===== src/rtl/wb_io_master_if.sv =====
// Wishbone classic bus between the I/O master and the demo_io peripheral subsystem.
// Signal names are from the master's point of view.
interface wb_io_master_if #(
   parameter int unsigned WIDTH = 32
);
   localparam int unsigned ADR_W = 15;

   logic [ADR_W-1:0] adr_o;
   logic [WIDTH-1:0] dat_o;
   logic [WIDTH-1:0] dat_i;
   logic             we_o;
   logic             stb_o;
   logic             ack_i;

   modport master (output adr_o, dat_o, we_o, stb_o, input dat_i, ack_i);
   modport slave  (input adr_o, dat_o, we_o, stb_o, output dat_i, ack_i);
endinterface


===== src/rtl/wb_io_master.sv =====
// Converts single-cycle CPU I/O requests into Wishbone transactions.
// Holds the strobe until ack, and has a bounded timeout so a missing ack cannot hang the CPU.
module wb_io_master #(
   parameter int unsigned WIDTH   = 32,
   parameter int unsigned TIMEOUT = 255
) (
   input  logic             clk,
   input  logic             rst_n,
   input  logic             io_req,
   input  logic             io_we,
   input  logic [14:0]      io_adr,
   input  logic [WIDTH-1:0] io_wdat,
   input  logic             io_err_clr,
   output logic [WIDTH-1:0] io_rdat,
   output logic             io_busy,
   output logic             io_err,
   wb_io_master_if.master   wb
);
   localparam int unsigned ADR_W = 15;
   // Width 1 when the timeout is disabled, so the counter is never zero-width.
   localparam int unsigned CW = (TIMEOUT == 0) ? 1 : $clog2(TIMEOUT + 1);
   localparam logic [CW-1:0] TO_LAST = CW'((TIMEOUT == 0) ? 0 : TIMEOUT - 1);

   typedef enum logic {IDLE, STROBE} state_t;

   state_t           state_q, state_d;
   logic [ADR_W-1:0] adr_q, adr_d;
   logic [WIDTH-1:0] dat_q, dat_d;
   logic             we_q, we_d;
   logic [WIDTH-1:0] rdat_q, rdat_d;
   logic             err_q, err_d;
   logic [CW-1:0]    cnt_q, cnt_d;

   // State and datapath registers
   always_ff @(posedge clk or negedge rst_n) begin
      if (!rst_n) begin
         state_q <= IDLE;
         adr_q   <= '0;
         dat_q   <= '0;
         we_q    <= 1'b0;
         rdat_q  <= '0;
         err_q   <= 1'b0;
         cnt_q   <= '0;
      end else begin
         state_q <= state_d;
         adr_q   <= adr_d;
         dat_q   <= dat_d;
         we_q    <= we_d;
         rdat_q  <= rdat_d;
         err_q   <= err_d;
         cnt_q   <= cnt_d;
      end
   end

   // Next-state logic; a timeout set overrides a clear on the same edge
   always_comb begin
      state_d = state_q;
      adr_d   = adr_q;
      dat_d   = dat_q;
      we_d    = we_q;
      rdat_d  = rdat_q;
      err_d   = err_q;
      cnt_d   = cnt_q;
      if (io_err_clr) err_d = 1'b0;
      case (state_q)
         IDLE: begin
            if (io_req) begin
               adr_d   = io_adr;
               we_d    = io_we;
               dat_d   = io_wdat;
               cnt_d   = '0;
               state_d = STROBE;
            end
         end
         STROBE: begin
            if (wb.ack_i) begin
               if (!we_q) rdat_d = wb.dat_i;
               state_d = IDLE;
            end else if ((TIMEOUT != 0) && (cnt_q == TO_LAST)) begin
               if (!we_q) rdat_d = '1;
               err_d   = 1'b1;
               state_d = IDLE;
            end else begin
               cnt_d = cnt_q + CW'(1);
            end
         end
         default: state_d = IDLE;
      endcase
   end

   assign io_busy  = (state_q == STROBE);
   assign io_rdat  = rdat_q;
   assign io_err   = err_q;
   assign wb.stb_o = (state_q == STROBE);
   assign wb.adr_o = adr_q;
   assign wb.dat_o = dat_q;
   assign wb.we_o  = we_q;
endmodule

===== src/flat_wrapper.sv =====
// flat-port wrapper written by rule: the top's interface ports become plain ports
module wb_io_master_flat 
#(
   parameter int unsigned WIDTH   = 32,
   parameter int unsigned TIMEOUT = 255
)
  (clk, rst_n, io_req, io_we, io_adr, io_wdat, io_err_clr, io_rdat, io_busy, io_err, wb_adr_o, wb_dat_o, wb_we_o, wb_stb_o, wb_dat_i, wb_ack_i);
  wb_io_master_if #(.WIDTH(WIDTH)) wb_i ();
  input  logic clk;
  input  logic rst_n;
  input  logic io_req;
  input  logic io_we;
  input  logic [14:0] io_adr;
  input  logic [WIDTH-1:0] io_wdat;
  input  logic io_err_clr;
  output logic [WIDTH-1:0] io_rdat;
  output logic io_busy;
  output logic io_err;
  output wire logic [$bits(wb_i.adr_o)-1:0] wb_adr_o;
  output wire logic [$bits(wb_i.dat_o)-1:0] wb_dat_o;
  output wire logic [$bits(wb_i.we_o)-1:0] wb_we_o;
  output wire logic [$bits(wb_i.stb_o)-1:0] wb_stb_o;
  input wire logic [$bits(wb_i.dat_i)-1:0] wb_dat_i;
  input wire logic [$bits(wb_i.ack_i)-1:0] wb_ack_i;
  assign wb_adr_o = wb_i.adr_o;
  assign wb_dat_o = wb_i.dat_o;
  assign wb_we_o = wb_i.we_o;
  assign wb_stb_o = wb_i.stb_o;
  assign wb_i.dat_i = wb_dat_i;
  assign wb_i.ack_i = wb_ack_i;
  wb_io_master #(.WIDTH(WIDTH), .TIMEOUT(TIMEOUT)) u_core (.clk(clk), .rst_n(rst_n), .io_req(io_req), .io_we(io_we), .io_adr(io_adr), .io_wdat(io_wdat), .io_err_clr(io_err_clr), .io_rdat(io_rdat), .io_busy(io_busy), .io_err(io_err), .wb(wb_i));
endmodule

===== config.mk =====
export PLATFORM = sky130hd
export DESIGN_NAME = wb_io_master_flat
export DESIGN_NICKNAME = d
export VERILOG_FILES = /design/src/rtl/wb_io_master_if.sv /design/src/rtl/wb_io_master.sv /design/src/flat_wrapper.sv
export SDC_FILE = /design/constraint.sdc
export NUM_CORES = 1
export LEC_CHECK = 0
export ABC_AREA = 0
export CAP_MARGIN = 0
export CORE_MARGIN = 2
export CORE_UTILIZATION = 42
export CTS_BUF_LIST = sky130_fd_sc_hd__clkbuf_4 sky130_fd_sc_hd__clkbuf_8
export DETAILED_ROUTE_END_ITERATION = 10
export PLACE_DENSITY = 0.82
export SKIP_CTS_REPAIR_TIMING = 1
export SLEW_MARGIN = 20
export SYNTH_ARGS = -nofsm -noshare
export SYNTH_HDL_FRONTEND = slang
export SYNTH_SLANG_ARGS = --single-unit

===== constraint.sdc =====
create_clock -name clk -period 1.98 [get_ports clk]
set_input_delay 0.495 -clock clk [delete_from_list [all_inputs] [get_ports clk]]
set_output_delay 0.495 -clock clk [all_outputs]
set_load 0.02 [all_outputs]

Word level (Yosys, flattened, before mapping)
Cells that the tools add are included.
{ "classes": {"n_addsub": 1, "eq_ne": 4, "muxes": 16, "bitwise": 2, "n_reduce_logical": 4} }
{ "ops": {"columns": ["cell", "n"], "rows": [
  ["2-to-1 mux 32 bit", 4],
  ["2-to-1 mux 8 bit", 3],
  ["case mux 8 bit (2 select lines)", 1],
  ["adder 8 x 1 -> 8 bit (second input constant)", 1],
  ["equality test 8 bit (second input constant)", 1],
  ["2-to-1 mux 1 bit", 7],
  ["inequality test 2 bit (second input constant)", 3],
  ["AND reduction 3 bit", 2],
  ["NOT 1 bit", 2],
  ["case mux 1 bit (2 select lines)", 1],
  ["AND reduction 2 bit", 1],
  ["nonzero test 2 bit", 1]
]} }
{ "word_totals": {"regBits": 90, "input_bits": 85, "output_inout_bits": 83, "elab_cells": 34} }

Logic depth before layout (Yosys ltp)
Gate-level depths: netlist of run 1.
{ "depth": {"depth_word": 4, "depth_mapped": 7, "ltp_nobuf": 7} }

Worst setup path before layout of run 1
OpenSTA, ideal clock, no wires.
{ "synth_timing": {"path_kind": "reg2reg", "from": "reg u_core.cnt_q[0]", "to": "reg u_core.rdat_q[0], in the netlist u_core.io_rdat[0]", "setup_time_ns": 0.121, "arrival_time_ns": 1.351, "required_time_ns": 1.859, "setup_slack_ns": 0.508, "path_stages_with_launch": 8, "period_less_slack_ns": 1.472, "path_cell_list": "dfrtp_1 > inv_1 > ha_1 > nand3_1 > nor2_1 > o21a_2 > buf_6 > o22a_1"} }
{ "synth_via": {"elab_chain_len": 3} }
{ "synth_lines": {"columns": ["item", "line", "text"], "rows": [
  ["start: declaration", "wb_io_master.sv:32", "logic [CW-1:0] cnt_q, cnt_d;"],
  ["start signal: assignment", "wb_io_master.sv:51", "cnt_q <= cnt_d;"],
  ["equality test 8 bit", "wb_io_master.sv:79", "end else if ((TIMEOUT != 0) && (cnt_q == TO_LAST)) begin"],
  ["nonzero test 2 bit (no line)", null, null],
  ["AND reduction 3 bit (no line)", null, null],
  ["end signal: assignment", "wb_io_master.sv:49", "rdat_q <= rdat_d;"],
  ["end: declaration", "wb_io_master.sv:30", "logic [WIDTH-1:0] rdat_q, rdat_d;"]
]} }
Every way passes these cells.
A chain may end at the register's enable or synchronous reset.

Final worst setup path of run 1
{ "layout_timing": {"from": "reg u_core.we_q, in the netlist u_core.wb.we_o", "to": "out wb_we_o"} }
{ "layout_lines": {"columns": ["item", "line", "text"], "rows": [
  ["start: declaration", "wb_io_master.sv:29", "logic we_q, we_d;"],
  ["start signal: assignment", "wb_io_master.sv:48", "we_q <= we_d;"],
  ["end: declaration", "flat_wrapper.sv:21", "output wire logic [$bits(wb_i.we_o)-1:0] wb_we_o;"]
]} }
No word-level cell between the ends.

==> results.txt, run 1 <==
Area delta synth->final: 58.75%
Core Region: 0.008134 sq mm
Fillers: 627
RSZ-0062 raised after global routing: false
Main flop type after synthesis: dfrtp_1
DRC errors left: 0
Most frequent cells after synthesis: nand2_1, dfrtp_1, o22a_1
Setup tns final: 0 ps
Hold/Removal Path Class: input pin to asynchronous set/reset pin
Vias in the first global route: 2,951
Die ar.: 0.009035 sq mm
Clock buffer depth: 2
Initial antenna violation count: 0
Least-Margin Pin Slew: 615.4 ps
Post-synth ARST share: 1.000
Ys Warns: 0
Row count: 33
First-pass GRT wire length: 14.07 mm
HPWL after DPL: 6.722 mm
Crit path largest cell delay: 640 ps
Critical path type: flop to output port
Vias per Instance: 4.889
Die width: 95.06 um
Fmax: 532.1 MHz
Net Count, Synth: 415
GP Congestion: 0.7504
Clock slew at reported path FFs: 90 ps
Crit end category: output port
RR Startpoint: u_core.cnt_q[0]
Clk sinks: 90
Total CTS buffers: 9
Worst reg2reg path endpoint: u_core.io_rdat[8]
Clock Latency Late Sink: 340 ps
Routed WL per cell: 14.80 um
Max cap viols: 0
Peak supply drop: 0.4744 mV
Worst R2R Path Depth: 6
Final Power: 6.389 mW
Final Util: 0.6796
Total gr overflow: 0
Synth cell types: 31
Largest net degree at the start of global routing: 44
Final ANT Viol Nets: 0
N_diodes: 0
Clk root buf: clkbuf_8
CP max stage cell: clkdlybuf4s50_1
Crit Path Max Fanout: 3
Avg Cell Area, Syn: 10.62 sq um
Layout cell share with drive strength beyond 1: 0.06587
Top cells by area, synth: dfrtp_1, nand2_1, o22a_1, buf_2, buf_6
Final hold slack: 29.05 ps
Gr usage total: 0.2018
Htree depth: 3
Final Hold Fails: 0
Post-route cell area: 0.005528 sq mm
Relative slew slack: 0.5897
Synth top area share: 0.6468
Top-count cell post-synth: nand2_1
Sequential share of the synthesized area: 0.6468
Post-synth EDFFs: 0
Chip Height: 95.06 um
Outcome: completed
Power density cells: 1156 mW/mm^2
CP delay by family, top: buffers and inverters
Placed inst area: 0.005293 sq mm
Critical Path Start Type: flop
Crit-path cells: clkdlybuf4s50_1
Fin nets: 584
Buf/Inv on CP: 1
Routed Wire Length: 8.970 mm
Tmin final: 1879 ps
Via count: 2,963
Arr. time, crit path: 1380 ps
Cells after Synth: 328
Pleak: 2.526 nW
Setup violations, final: 0
CTS tree: done
I/O Buffers: 167
Worst endpoint required time: 1480 ps
DR pass1 iterations: 4
R2r setup slk: 150 ps
Synthesized area: 0.003482 sq mm
Initial Utilization: 0.4281
Max-slew violations: 0
Period utilization: 0.9491
Yosys reg bits: 90
Area leader, netlist: dfrtp_1
Clock Skew: 7.305 ps
IO Count: 168
Initial DRC Count: 73
==> logic make-up after synthesis <==
family          synth area share
compound gates            0.1049
xor+xnor                0.002516
fa+ha+maj               0.007185
buf+inv                  0.03342
flops                     0.6468
mux                     0.005749
simple gates              0.1994
==> routing by layer <==
metal  vias up  GRT usage  share of wire
li1       1413          -              -
met1      1401     0.2419           0.40
met2       132     0.3375           0.48
met3        17    0.06957          0.097
met4         0    0.07488          0.019
met5         -          0              0
==> worst max path at each step <==
stage / cells after the start / to / slack (ps) / startpoint
after global placement: 5 / u_core.cnt_q[5] / 80 / wb_ack_i
after detailed placement: 5 / u_core.cnt_q[5] / 30 / wb_ack_i
final: 1 / wb_we_o / 100 / u_core.wb.we_o
after CTS: 1 / wb_we_o / 70 / u_core.wb.we_o
after floorplan: 7 / u_core.io_rdat[0] / 510 / u_core.cnt_q[0]
after global routing: 6 / u_core.io_rdat[30] / 30 / u_core.cnt_q[0]
==> registers in the layout, summed over array words and instances (netlist names) <==
name             flops
u_core.io_rdat      32
u_core.wb.adr_o     15
u_core.cnt_q         8
u_core.wb.dat_o     32
u_core.wb.we_o       1
u_core.io_busy       1
u_core.io_err        1
==> power by group <==
part	switching (mW)	internal [mW]
clock	0.610	0.846
combinational	1.15	1.20
sequential	0.276	2.30
==> through the flow <==
stage / setup WS (ps) / cells
4_1_cts: 66.18 / 606
3_3_place_gp: 77.66 / 591
2_1_floorplan: 508.0 / 328
6_report: 100.8 / 606
3_5_place_dp: 33.64 / 591
5_1_grt: 29.92 / 606
==> layout by cell type (no fill, tap or decap) <==
master / netlist / routed
o21a_2: 1 / 1
nand3_1: 5 / 5
nor2b_4: 0 / 1
nand4_2: 1 / 1
clkbuf_4: 0 / 1
o22a_1: 32 / 32
o31ai_1: 1 / 1
nor2b_1: 3 / 2
buf_4: 1 / 7
o211ai_1: 1 / 1
and3_1: 3 / 3
xnor2_1: 1 / 1
inv_1: 2 / 2
o22ai_1: 1 / 1
nor3b_1: 1 / 1
clkinv_2: 0 / 1
nand2_1: 148 / 148
bufinv_16: 0 / 3
nand2b_2: 1 / 2
nor3_1: 2 / 2
mux2i_1: 2 / 2
ha_1: 2 / 2
and2_4: 1 / 1
clkinv_4: 0 / 1
o21bai_4: 1 / 1
o21ai_0: 2 / 2
clkbuf_8: 0 / 9
dfrtp_1: 90 / 90
a211o_1: 3 / 3
inv_2: 1 / 1
or2_1: 1 / 1
nor2_1: 2 / 2
buf_12: 0 / 3
clkdlybuf4s50_1: 0 / 166
and3b_1: 1 / 1
==> area by class of cell <==
class | count | area (sq um) | share of cell area
clock buffer | 10 | 131.4 | 0.02377
clock inverter | 5 | 103.9 | 0.01879
inverter | 3 | 11.26 | 0.002037
multi-input combinational | 217 | 1124 | 0.2033
sequential | 90 | 2252 | 0.4074
tap | 105 | 131.4 | 0.02377
timing repair buffer | 176 | 1774 | 0.3210
(Power assumes the default switching activity.)
==> run 2: changes to the inputs <==
--- a/config.mk
+++ b/config.mk
@@ -10,6 +10,7 @@
 export CORE_MARGIN = 2
 export CORE_UTILIZATION = 42
 export CTS_BUF_LIST = sky130_fd_sc_hd__clkbuf_4 sky130_fd_sc_hd__clkbuf_8
+export CTS_CLUSTER_DIAMETER = 50
 export DETAILED_ROUTE_END_ITERATION = 10
 export PLACE_DENSITY = 0.82
 export SKIP_CTS_REPAIR_TIMING = 1
==> results of run 2 <==
No change in the layout: final DEF, timing and power equal those of run 1.
==> run 3: changes to the inputs <==
--- a/config.mk
+++ b/config.mk
@@ -7,6 +7,7 @@
 export LEC_CHECK = 0
 export ABC_AREA = 0
 export CAP_MARGIN = 0
+export CORE_ASPECT_RATIO = 0.9
 export CORE_MARGIN = 2
 export CORE_UTILIZATION = 42
 export CTS_BUF_LIST = sky130_fd_sc_hd__clkbuf_4 sky130_fd_sc_hd__clkbuf_8
==> run 3 against run 2 <==
Final area fell by 1.7%; sequential share of layout area rose by 0.71 points; clock power fell by 23%; clock skew rose by 4.5 ps; largest power group unchanged; highest routed layer unchanged.
==> results.txt, run 3 (same netlist as run 1, synthesis figures left out) <==
Outcome: completed
Cell internal pwr: 4.013 mW
First-pass GRT wire length: 14.30 mm
Fmax: 523.6 MHz
Area delta synth->final: 56.02%
Peak supply drop: 0.4895 mV
Gr usage total: 0.1988
Most frequent cells in the layout: clkdlybuf4s50_1, nand2_1, dfrtp_1
Setup violations, final: 0
Final Hold Fails: 0
Via count: 2,928
Row count: 31
Placed insts: 584
Vias per Instance: 4.880
Pleak: 2.480 nW
Htree depth: 3
Routed Wire Length: 8.963 mm
N_diodes: 0
Total CTS buffers: 9
Tmin final: 1910 ps
I/O Buffers: 167
GP Congestion: 0.7994
Worst reg2reg path endpoint: u_core.io_rdat[25]
Least-Margin Pin Slew: 609.4 ps
Worst R2R Path Depth: 6
DRC errors left: 0
Crit path largest cell delay: 670 ps
Fin nets: 583
Setup tns final: 0 ps
HPWL after DPL: 6.377 mm
Relative slew slack: 0.5938
Final ANT Viol Nets: 0
Max-slew violations: 0
Initial antenna violation count: 0
Power density cells: 1116 mW/mm^2
Hold/Removal Path Class: input pin to asynchronous set/reset pin
Final Non-Filler Cells: 600
Die ar.: 0.009036 sq mm
Chip Height: 90.38 um
Routed WL per cell: 14.94 um
Final hold slack: 175.6 ps
CP max stage cell: clkdlybuf4s50_1
Total gr overflow: 0
Worst endpoint required time: 1480 ps
Initial Utilization: 0.4316
Clock Skew: 11.76 ps
Crit Path Max Fanout: 3
RSZ-0062 raised after global routing: false
Max cap viols: 0
Crit end category: output port
Buf/Inv on CP: 1
RR Startpoint: u_core.cnt_q[0]
Core Region: 0.008068 sq mm
Flop pwr share: 0.427
Clock power frac: 0.187
R2r setup slk: 150 ps
Clock buffer depth: 2
Period utilization: 0.9645
Sw Pwr: 2.049 mW
Crit path launch: u_core.wb.we_o
Arr. time, crit path: 1410 ps
Combinational Power Share: 0.386
Vias in the first global route: 2,943
Clk root buf: clkbuf_8
Critical Path Start Type: flop
DR pass1 iterations: 6
Most common library cell in the layout ignoring fill and taps: clkdlybuf4s50_1
Critical path type: flop to output port
Die width: 99.98 um
CP delay by family, top: buffers and inverters
CTS tree: done
Largest net degree at the start of global routing: 91
Sw Ratio: 0.3380
Crit-path cells: clkdlybuf4s50_1
Clock Latency Late Sink: 340 ps
Clock slew at reported path FFs: 90 ps
Clk sinks: 90
IO Count: 168
Initial DRC Count: 87
Layout cell share with drive strength beyond 1: 0.06587
==> run 3: cell types whose count changed in the layout (fill, tap and decap cells not counted), sizes merged <==
cell,change
clkinv,-1
clkinvlp,+3
clkbuf,+2
buf,-1
bufinv,-3
==> run 3: how the worst max path moves through the flow <==
| stage | to | slack [ps] | depth (start not counted) |
|---|---|---|---|
| 4_1_cts | wb_we_o | 40 | 1 |
| 3_3_place_gp | u_core.cnt_q[4] | 80 | 5 |
| 6_report | wb_we_o | 70 | 1 |
| 5_1_grt | u_core.io_rdat[25] | 8 | 6 |
| 3_5_place_dp | u_core.cnt_q[4] | 60 | 5 |
| 2_1_floorplan | u_core.io_rdat[0] | 510 | 7 |
==> run 3: area by class of cell <==
class | instances | area (sq um)
Multi-Input combinational cell | 217 | 1124
Sequential cell | 90 | 2252
Clock inverter | 4 | 27.53
Clock buffer | 12 | 152.6
Timing Repair Buffer | 175 | 1742
Inverter | 3 | 11.26
Tap cell | 99 | 123.9
Fill cell | 618 | 2635
==> run 3: power groups by stage <==
stage,combinational [mW],sequential [mW],clock [mW]
floorplan,0.521,3.15,0
global placement,2.30,2.60,0
detailed placement,2.37,2.61,0
CTS,2.37,2.59,1.18
global route,2.50,2.64,1.25
finish,2.34,2.59,1.13
==> run 3: through the flow <==
| step | setup WS [ps] | utilization | power (mW) | instance area [sq um] |
|---|---|---|---|---|
| after floorplan | 508.0 | - | 3.676 | 3482 |
| after global placement | 79.52 | 0.6511 | 4.904 | 5253 |
| after detailed placement | 63.98 | 0.6511 | 4.980 | 5253 |
| after CTS | 39.45 | 0.6734 | 6.133 | 5433 |
| after global routing | 7.820 | 0.6734 | 6.389 | 5433 |
| final | 70.23 | 0.6734 | 6.062 | 5433 |
==> run 3: per-layer routing <==
layer / vias up / track usage / routed length [um]
li1: 1408 / - / -
met1: 1390 / 0.2541 / 3934
met2: 119 / 0.3322 / 4207
met3: 11 / 0.05108 / 708
met4: 0 / 0.06164 / 112
met5: - / 0 / 0
